**src/rtl/subsoc_wb_arb2.sv**
```systemverilog
// Two-initiator Wishbone arbiter: round-robin grant held for a whole CYC,
// with a per-transfer watchdog that terminates hung transfers with ERR.
module subsoc_wb_arb2 #(
    parameter int AW     = 32,
    parameter int DW     = 32,
    parameter int TO_CYC = 255
) (
    input  logic            wb_clk_i,
    input  logic            wb_rst_i,

    input  logic            i0_wb_cyc_i,
    input  logic            i0_wb_stb_i,
    input  logic            i0_wb_we_i,
    input  logic [AW-1:0]   i0_wb_adr_i,
    input  logic [DW/8-1:0] i0_wb_sel_i,
    input  logic [DW-1:0]   i0_wb_dat_i,
    output logic [DW-1:0]   i0_wb_dat_o,
    output logic            i0_wb_ack_o,
    output logic            i0_wb_err_o,

    input  logic            i1_wb_cyc_i,
    input  logic            i1_wb_stb_i,
    input  logic            i1_wb_we_i,
    input  logic [AW-1:0]   i1_wb_adr_i,
    input  logic [DW/8-1:0] i1_wb_sel_i,
    input  logic [DW-1:0]   i1_wb_dat_i,
    output logic [DW-1:0]   i1_wb_dat_o,
    output logic            i1_wb_ack_o,
    output logic            i1_wb_err_o,

    output logic            t_wb_cyc_o,
    output logic            t_wb_stb_o,
    output logic            t_wb_we_o,
    output logic [AW-1:0]   t_wb_adr_o,
    output logic [DW/8-1:0] t_wb_sel_o,
    output logic [DW-1:0]   t_wb_dat_o,
    input  logic [DW-1:0]   t_wb_dat_i,
    input  logic            t_wb_ack_i,

    output logic [1:0]      gnt_o,
    output logic            to_flag_o,
    input  logic            to_clr_i
);

    localparam logic [1:0] IDLE = 2'd0;
    localparam logic [1:0] G0   = 2'd1;
    localparam logic [1:0] G1   = 2'd2;

    // A zero limit disables the watchdog; the compare value is then irrelevant.
    localparam logic        WD_EN    = (TO_CYC != 0);
    localparam logic [15:0] WD_LIMIT = (TO_CYC == 0) ? 16'd0 : 16'(TO_CYC - 1);

    logic [1:0]  state;
    logic [1:0]  state_nxt;
    logic        last;
    logic [15:0] wd;
    logic        sel0;
    logic        sel1;
    logic        in_cyc;
    logic        in_stb;
    logic        to_fire;

    assign sel0  = (state == G0);
    assign sel1  = (state == G1);
    assign gnt_o = {sel1, sel0};

    always_comb begin
        in_cyc     = 1'b0;
        in_stb     = 1'b0;
        t_wb_we_o  = 1'b0;
        t_wb_adr_o = '0;
        t_wb_sel_o = '0;
        t_wb_dat_o = '0;
        if (sel0) begin
            in_cyc     = i0_wb_cyc_i;
            in_stb     = i0_wb_stb_i;
            t_wb_we_o  = i0_wb_we_i;
            t_wb_adr_o = i0_wb_adr_i;
            t_wb_sel_o = i0_wb_sel_i;
            t_wb_dat_o = i0_wb_dat_i;
        end else if (sel1) begin
            in_cyc     = i1_wb_cyc_i;
            in_stb     = i1_wb_stb_i;
            t_wb_we_o  = i1_wb_we_i;
            t_wb_adr_o = i1_wb_adr_i;
            t_wb_sel_o = i1_wb_sel_i;
            t_wb_dat_o = i1_wb_dat_i;
        end
    end

    // An ack in the would-be timeout cycle wins: the transfer completes normally.
    assign to_fire = WD_EN & (wd == WD_LIMIT) & in_stb & ~t_wb_ack_i;

    assign t_wb_cyc_o  = in_cyc;
    assign t_wb_stb_o  = in_stb & ~to_fire;

    assign i0_wb_dat_o = t_wb_dat_i;
    assign i1_wb_dat_o = t_wb_dat_i;
    assign i0_wb_ack_o = sel0 & t_wb_ack_i;
    assign i1_wb_ack_o = sel1 & t_wb_ack_i;
    assign i0_wb_err_o = sel0 & to_fire;
    assign i1_wb_err_o = sel1 & to_fire;

    always_comb begin
        state_nxt = IDLE;
        case (state)
            IDLE: begin
                if (i0_wb_cyc_i && i1_wb_cyc_i) state_nxt = last ? G0 : G1;
                else if (i0_wb_cyc_i)           state_nxt = G0;
                else if (i1_wb_cyc_i)           state_nxt = G1;
                else                            state_nxt = IDLE;
            end
            G0: begin
                if (i0_wb_cyc_i)      state_nxt = G0;
                else if (i1_wb_cyc_i) state_nxt = G1;
                else                  state_nxt = IDLE;
            end
            G1: begin
                if (i1_wb_cyc_i)      state_nxt = G1;
                else if (i0_wb_cyc_i) state_nxt = G0;
                else                  state_nxt = IDLE;
            end
            default: state_nxt = IDLE;
        endcase
    end

    always_ff @(posedge wb_clk_i) begin
        if (wb_rst_i) begin
            state     <= IDLE;
            last      <= 1'b1;
            wd        <= 16'd0;
            to_flag_o <= 1'b0;
        end else begin
            state <= state_nxt;
            if (state_nxt != state && state_nxt == G0) last <= 1'b0;
            if (state_nxt != state && state_nxt == G1) last <= 1'b1;

            if (state_nxt != state || !in_stb || t_wb_ack_i || to_fire)
                wd <= 16'd0;
            else
                wd <= wd + 16'd1;

            if (to_fire)       to_flag_o <= 1'b1;
            else if (to_clr_i) to_flag_o <= 1'b0;
        end
    end

endmodule

```
**config.mk**
```make
export PLATFORM = sky130hd
export DESIGN_NAME = subsoc_wb_arb2
export DESIGN_NICKNAME = d
export VERILOG_FILES = /design/src/rtl/subsoc_wb_arb2.sv
export SDC_FILE = /design/constraint.sdc
export NUM_CORES = 1
export LEC_CHECK = 0
export ABC_AREA = 1
export BUFFER_PORTS_ARGS = -buffer_cell sky130_fd_sc_hd__buf_2
export CAP_MARGIN = 20
export CORE_AREA = 2 2 125 127
export CTS_CLUSTER_SIZE = 25
export DETAILED_ROUTE_END_ITERATION = 6
export DIE_AREA = 0 0 127 129
export REMOVE_ABC_BUFFERS = 1
export SKIP_CTS_REPAIR_TIMING = 1
export SLEW_MARGIN = 0
export SYNTH_ARGS = -nofsm -noshare
export SYNTH_HDL_FRONTEND = slang
export SYNTH_SLANG_ARGS = --single-unit
```
**constraint.sdc**
```tcl
create_clock -name wb_clk_i -period 4.2 [get_ports wb_clk_i]
set_clock_uncertainty 0.1 [all_clocks]
set_input_delay 0 -clock wb_clk_i [delete_from_list [all_inputs] [get_ports wb_clk_i]]
set_output_delay 0 -clock wb_clk_i [all_outputs]
set_load 0.005 [all_outputs]
```
After elaboration in Yosys (flattened, before gate mapping)
Cells that the tools add are included.
Storage, ports and cells
  logic and storage cells: 52
  register bits: 20
  output and inout bits: 142
  bits of input ports: 178
Cells by class
  reductions and logical operators: 11
  equal/unequal tests: 6
  bitwise logic cells: 9
  multiplexer cells: 21
  add/sub/neg operators: 1
Operators with widths (count)
  32-bit two-way mux: 4
  16-bit by 1-bit adder with 16-bit output (second input constant): 1
  16-bit by 8-bit equality test with 1-bit output (second input constant): 1
  2-bit two-way mux: 5
  1-bit two-way mux: 9
  4-bit two-way mux: 2
  1-bit bitwise AND: 7
  2-bit one-hot mux with 3 select lines: 1
  2-bit by 1-bit equality test with 1-bit output (second input constant): 2
  2-bit equality test (second input constant): 2
  2-bit OR reduction: 2
  1-bit logical AND: 3
  1-bit logical OR: 3
  2-bit logical NOT: 1
  2-bit != test: 1
  1-bit inverter: 2
  2-bit nonzero test: 1
  1-bit logical NOT: 1

Logic depth before layout (Yosys ltp)
  depth after elaboration: 9
  mapped depth: 12

Worst setup path before layout
No wires, ideal clock.
  kind: register to register
  start point: register wd[0]
  end point: register wd[14]
  setup slack: 2.673 ns
  arrival: 1.313 ns
  path buffers: 0
  stages on the path, launching flop included: 9
  required time: 3.986 ns
  library setup time: 0.114 ns
  path through: dfxtp_1 ha_1 inv_1 nor3_1 nand3_1 nand2_1 nand2_1 inv_1 nor2_4
On the way
  cells in the longest elaborated chain, start to end: 5
  elaborated cells between the ends (all ways): 6
  those cells by class: add/sub: 1; eq/ne: 1; bitwise: 2; reduce/logical: 2
Ends and longest elaborated chain
  from (decl): line 56  | logic [15:0] wd;
  from (signal assigned): line 141  | wd <= wd + 16'd1;
  parallel branches: the longest is 5 deep, another holds 16-bit by 1-bit adder with 16-bit output
Several ways; the timed one is not identified.
A chain may end at the register's enable or synchronous reset.

Worst setup path after layout
  start point: register state[0]
  end point: output port t_wb_dat_o[28]
On the way
  cells in the longest elaborated chain, start to end: 3
  elaborated cells between the ends (all ways): 4
  those cells by class: eq/ne: 2; mux: 2
Ends and longest elaborated chain
  from (decl): line 53  | logic [1:0] state;
  from (signal assigned): line 134  | state <= state_nxt;
  2-bit equality test: line 64  | assign sel1 = (state == G1);
  32-bit two-way mux: line 81  | end else if (sel1) begin
  32-bit two-way mux *: line 74  | if (sel0) begin
  to (decl): line 36  | output logic [DW-1:0] t_wb_dat_o,
Mark *: on every way between the ends. The rest lies on a longest branch, timed or not.

==> results.py <==
metrics = {
    "status": {
        "status": "finished with violations",
        "violations": "hold timing",
    },
    "power_and_ir_drop": {
        "total_power_mw": 0.791,
        "powerDensity_nw_per_um2": 220,
        "leakage_nw": 1.86,
        "irDropWorstVdd_uv": 182,
    },
    "route": {
        "drtIter0Drc": 242,
        "wl_per_cell_um": 25.1,
        "drc": 0,
        "ant_nets": 0,
        "wirelength_um": 17300,
        "viasPerCell": 4.51,
        "num_vias": 3106,
        "firstDrtPassIters": 4,
    },
    "yosys": {
        "synth_cell_types": 23,
        "ys_seq_area_share_pct": 17.1,
        "async_reset_ff_share_pct": 0,
        "synthFlopType": "dfxtp_1",
        "netlist_area_um2": 2340,
        "yosysWarnings": 0,
        "synth-edff-count": 0,
        "ys_ff_latch": 20,
        "avgSynthCellArea_um2": 7.40,
        "syn-instance-count": 317,
    },
    "critical_path": {
        "worstPathCellList": "nand2_2 -> inv_2 -> buf_4 -> a22o_1 -> buf_2",
        "path_class": "reg2out",
        "endpoint_kind": "output port",
        "cp_num_buf_inv": 3,
        "arrival_ns": 2.08,
        "start_kind": "flop",
        "critPathTopFamily": "buffers and inverters",
        "crit_path_start": "state[0]$_SDFF_PP0_",
        "worst-path-max-fanout": 70,
        "max_stage_delay_ns": 0.58,
        "cp_slowest_cell": "buf_4",
        "worstReg2RegStart": "wd[0]$_SDFF_PP0_",
        "cp.required_ns": 4.10,
    },
    "clock_tree": {
        "cts-buffers-inserted": 3,
        "cts.path.max_buffers": 2,
        "path_clk_slew_ns": 0.06,
        "cts_max_level": 1,
        "cts.sinks": 20,
        "ctsRootBufferMaster": "clkbuf_16",
        "insertion_delay_ns": 0.25,
        "cts_tree": "built",
    },
    "sta": {
        "slew_viol_final": 0,
        "hold_slack_ns": -0.00502,
        "rsz0062_at_grt": "no",
        "hold_viol_final": 1,
        "max_freq_ghz": 0.458,
        "slew_headroom_pct": 48.8,
        "fin_crit_ns": 2.18,
        "setup_viol": 0,
        "tns_ns": 0,
        "worst_slack_ns": 2.02,
        "tightest_slew_ns": 0.768,
        "finalCritPeriodShare_pct": 52.0,
    },
    "layout": {
        "stdcell_count": 689,
        "synthToLayoutAreaGrowth_pct": 53.3,
        "finalNetCount": 680,
        "fin_util_pct": 24.0,
        "drive_gt1_share_pct": 50.3,
        "fillerInstances": 1703,
        "final_area_um2": 3590,
    },
    "floorplanning": {
        "dieArea_um2": 16400,
        "coreArea_um2": 15000,
        "die_y_um": 129,
        "io_pins": 320,
        "fp.dieW_um": 127,
        "start_util_pct": 15.7,
        "core.rowCount": 45,
    },
    "placed_design": {
        "placed_cell_area_um2": 3140,
        "dp_cells": 649,
        "io_buffers": 223,
        "post-place-ws_ns": 2.32,
        "hpwl_um": 14600,
        "place_congestion": 0.863,
    },
    "global_route": {
        "grt_pass1_wl_um": 21500,
        "grt_pass1_vias": 2683,
        "gr-total-overflow": 0,
        "grt_max_degree": 72,
        "grtUsageTotal_pct": 19.1,
        "antenna_found_initial": 6,
    },
    "worst_hold_path": {
        "worstHoldStart": "i0_wb_cyc_i",
        "hp-class": "in2reg",
    },
    "run": {
        "cap_viol_max_count": 0,
    },
}
==> registers in the layout (all words and copies together), names as in the netlist <==
signal and cells:
wd 16, state 2, last 1, to_flag_o 1
==> logic make-up after synthesis <==
| family | synth area share [%] |
|---|---|
| AOI/OAI and AO/OA | 26.7 |
| xor gates and xnor gates | 4.48 |
| buffers and inverters | 28.3 |
| DFF | 17.1 |
| adders and majority gates | 1.07 |
| and+or+nand+nor | 22.4 |
==> final timing paths <==
path / depth (start not counted) / end / slack (ns)
worst max register to register: 8 / wd[14]$_SDFF_PP0_ / 2.45
worst max-delay path: 5 / t_wb_dat_o[28] / 2.02
worst min-delay path: 3 / state[0]$_SDFF_PP0_ / -0.005
worst min register to register: 2 / last$_SDFFE_PP1P_ / 0.36
==> layout by cell type, fill, tap and decap left out <==
cell type / synthesis / routed
buf_2: 3 / 223
a22o_1: 69 / 69
nand2_1: 38 / 38
dlygate4sd3_1: 0 / 34
nor2_1: 32 / 32
inv_1: 23 / 23
dfxtp_1: 20 / 20
nor2_4: 12 / 12
nand3_1: 9 / 9
xnor2_1: 7 / 7
xor2_1: 5 / 5
nand2_2: 4 / 4
inv_2: 3 / 3
a21oi_1: 3 / 3
nand4_1: 3 / 3
clkbuf_16: 0 / 3
diode_2: 0 / 2
nor3_1: 2 / 2
ha_1: 2 / 2
buf_4: 66 / 2
o22ai_1: 1 / 1
nand3_2: 1 / 1
nor2_2: 1 / 1
nand2_4: 1 / 1
bufinv_16: 0 / 1
==> where the power goes <==
group          total, mW  switching (mW)  internal, mW
Sequential         0.196         0.00324         0.192
Combinational      0.334           0.179         0.156
Clock              0.261          0.0718         0.189
Total              0.791           0.254         0.537
==> worst register-to-register path, cell delays in order, from the launching register on <==
cell	delay, ns
dfxtp_1	0.43
ha_1	0.26
inv_1	0.07
nor3_1	0.40
nand3_1	0.13
nand2_1	0.09
nand2_1	0.05
inv_1	0.08
nor2_4	0.04
==> cells in the mapped netlist, types with 3 or more instances <==
master | instances | area [um2]
a22o_1 | 69 | 604
inv_1 | 23 | 86.3
inv_2 | 3 | 11.3
nand4_1 | 3 | 18.8
nand3_1 | 9 | 45.0
nand2_2 | 4 | 25.0
xnor2_1 | 7 | 61.3
xor2_1 | 5 | 43.8
clkbuf_1 | 11 | 41.3
nor2_1 | 32 | 120
nand2_1 | 38 | 143
a21oi_1 | 3 | 15.0
buf_4 | 66 | 495
nor2_4 | 12 | 135
buf_2 | 3 | 15.0
dfxtp_1 | 20 | 400
==> layout make-up <==
type / count / area, um2 / area share, %
diodes: 2 / 5.00 / 0.139
flip-flops and latches: 20 / 400 / 11.1
clock buffers: 3 / 75.1 / 2.09
multi-input cells: 190 / 1280 / 35.6
repair buffers: 259 / 1470 / 40.9
well taps: 188 / 235 / 6.54
clock inverters: 1 / 30.0 / 0.835
inverters: 26 / 97.6 / 2.71
==> metal layers <==
| layer | global-route usage, % | vias up | share of wire (%) |
|---|---|---|---|
| li1 | - | 1378 | - |
| met5 | 4.41 | - | 0.31 |
| met3 | 12.1 | 16 | 12 |
| met1 | 25.3 | 1477 | 46 |
| met4 | 3.49 | 8 | 1.0 |
| met2 | 26.0 | 227 | 40 |
Power figures use the tool's default switching activity.
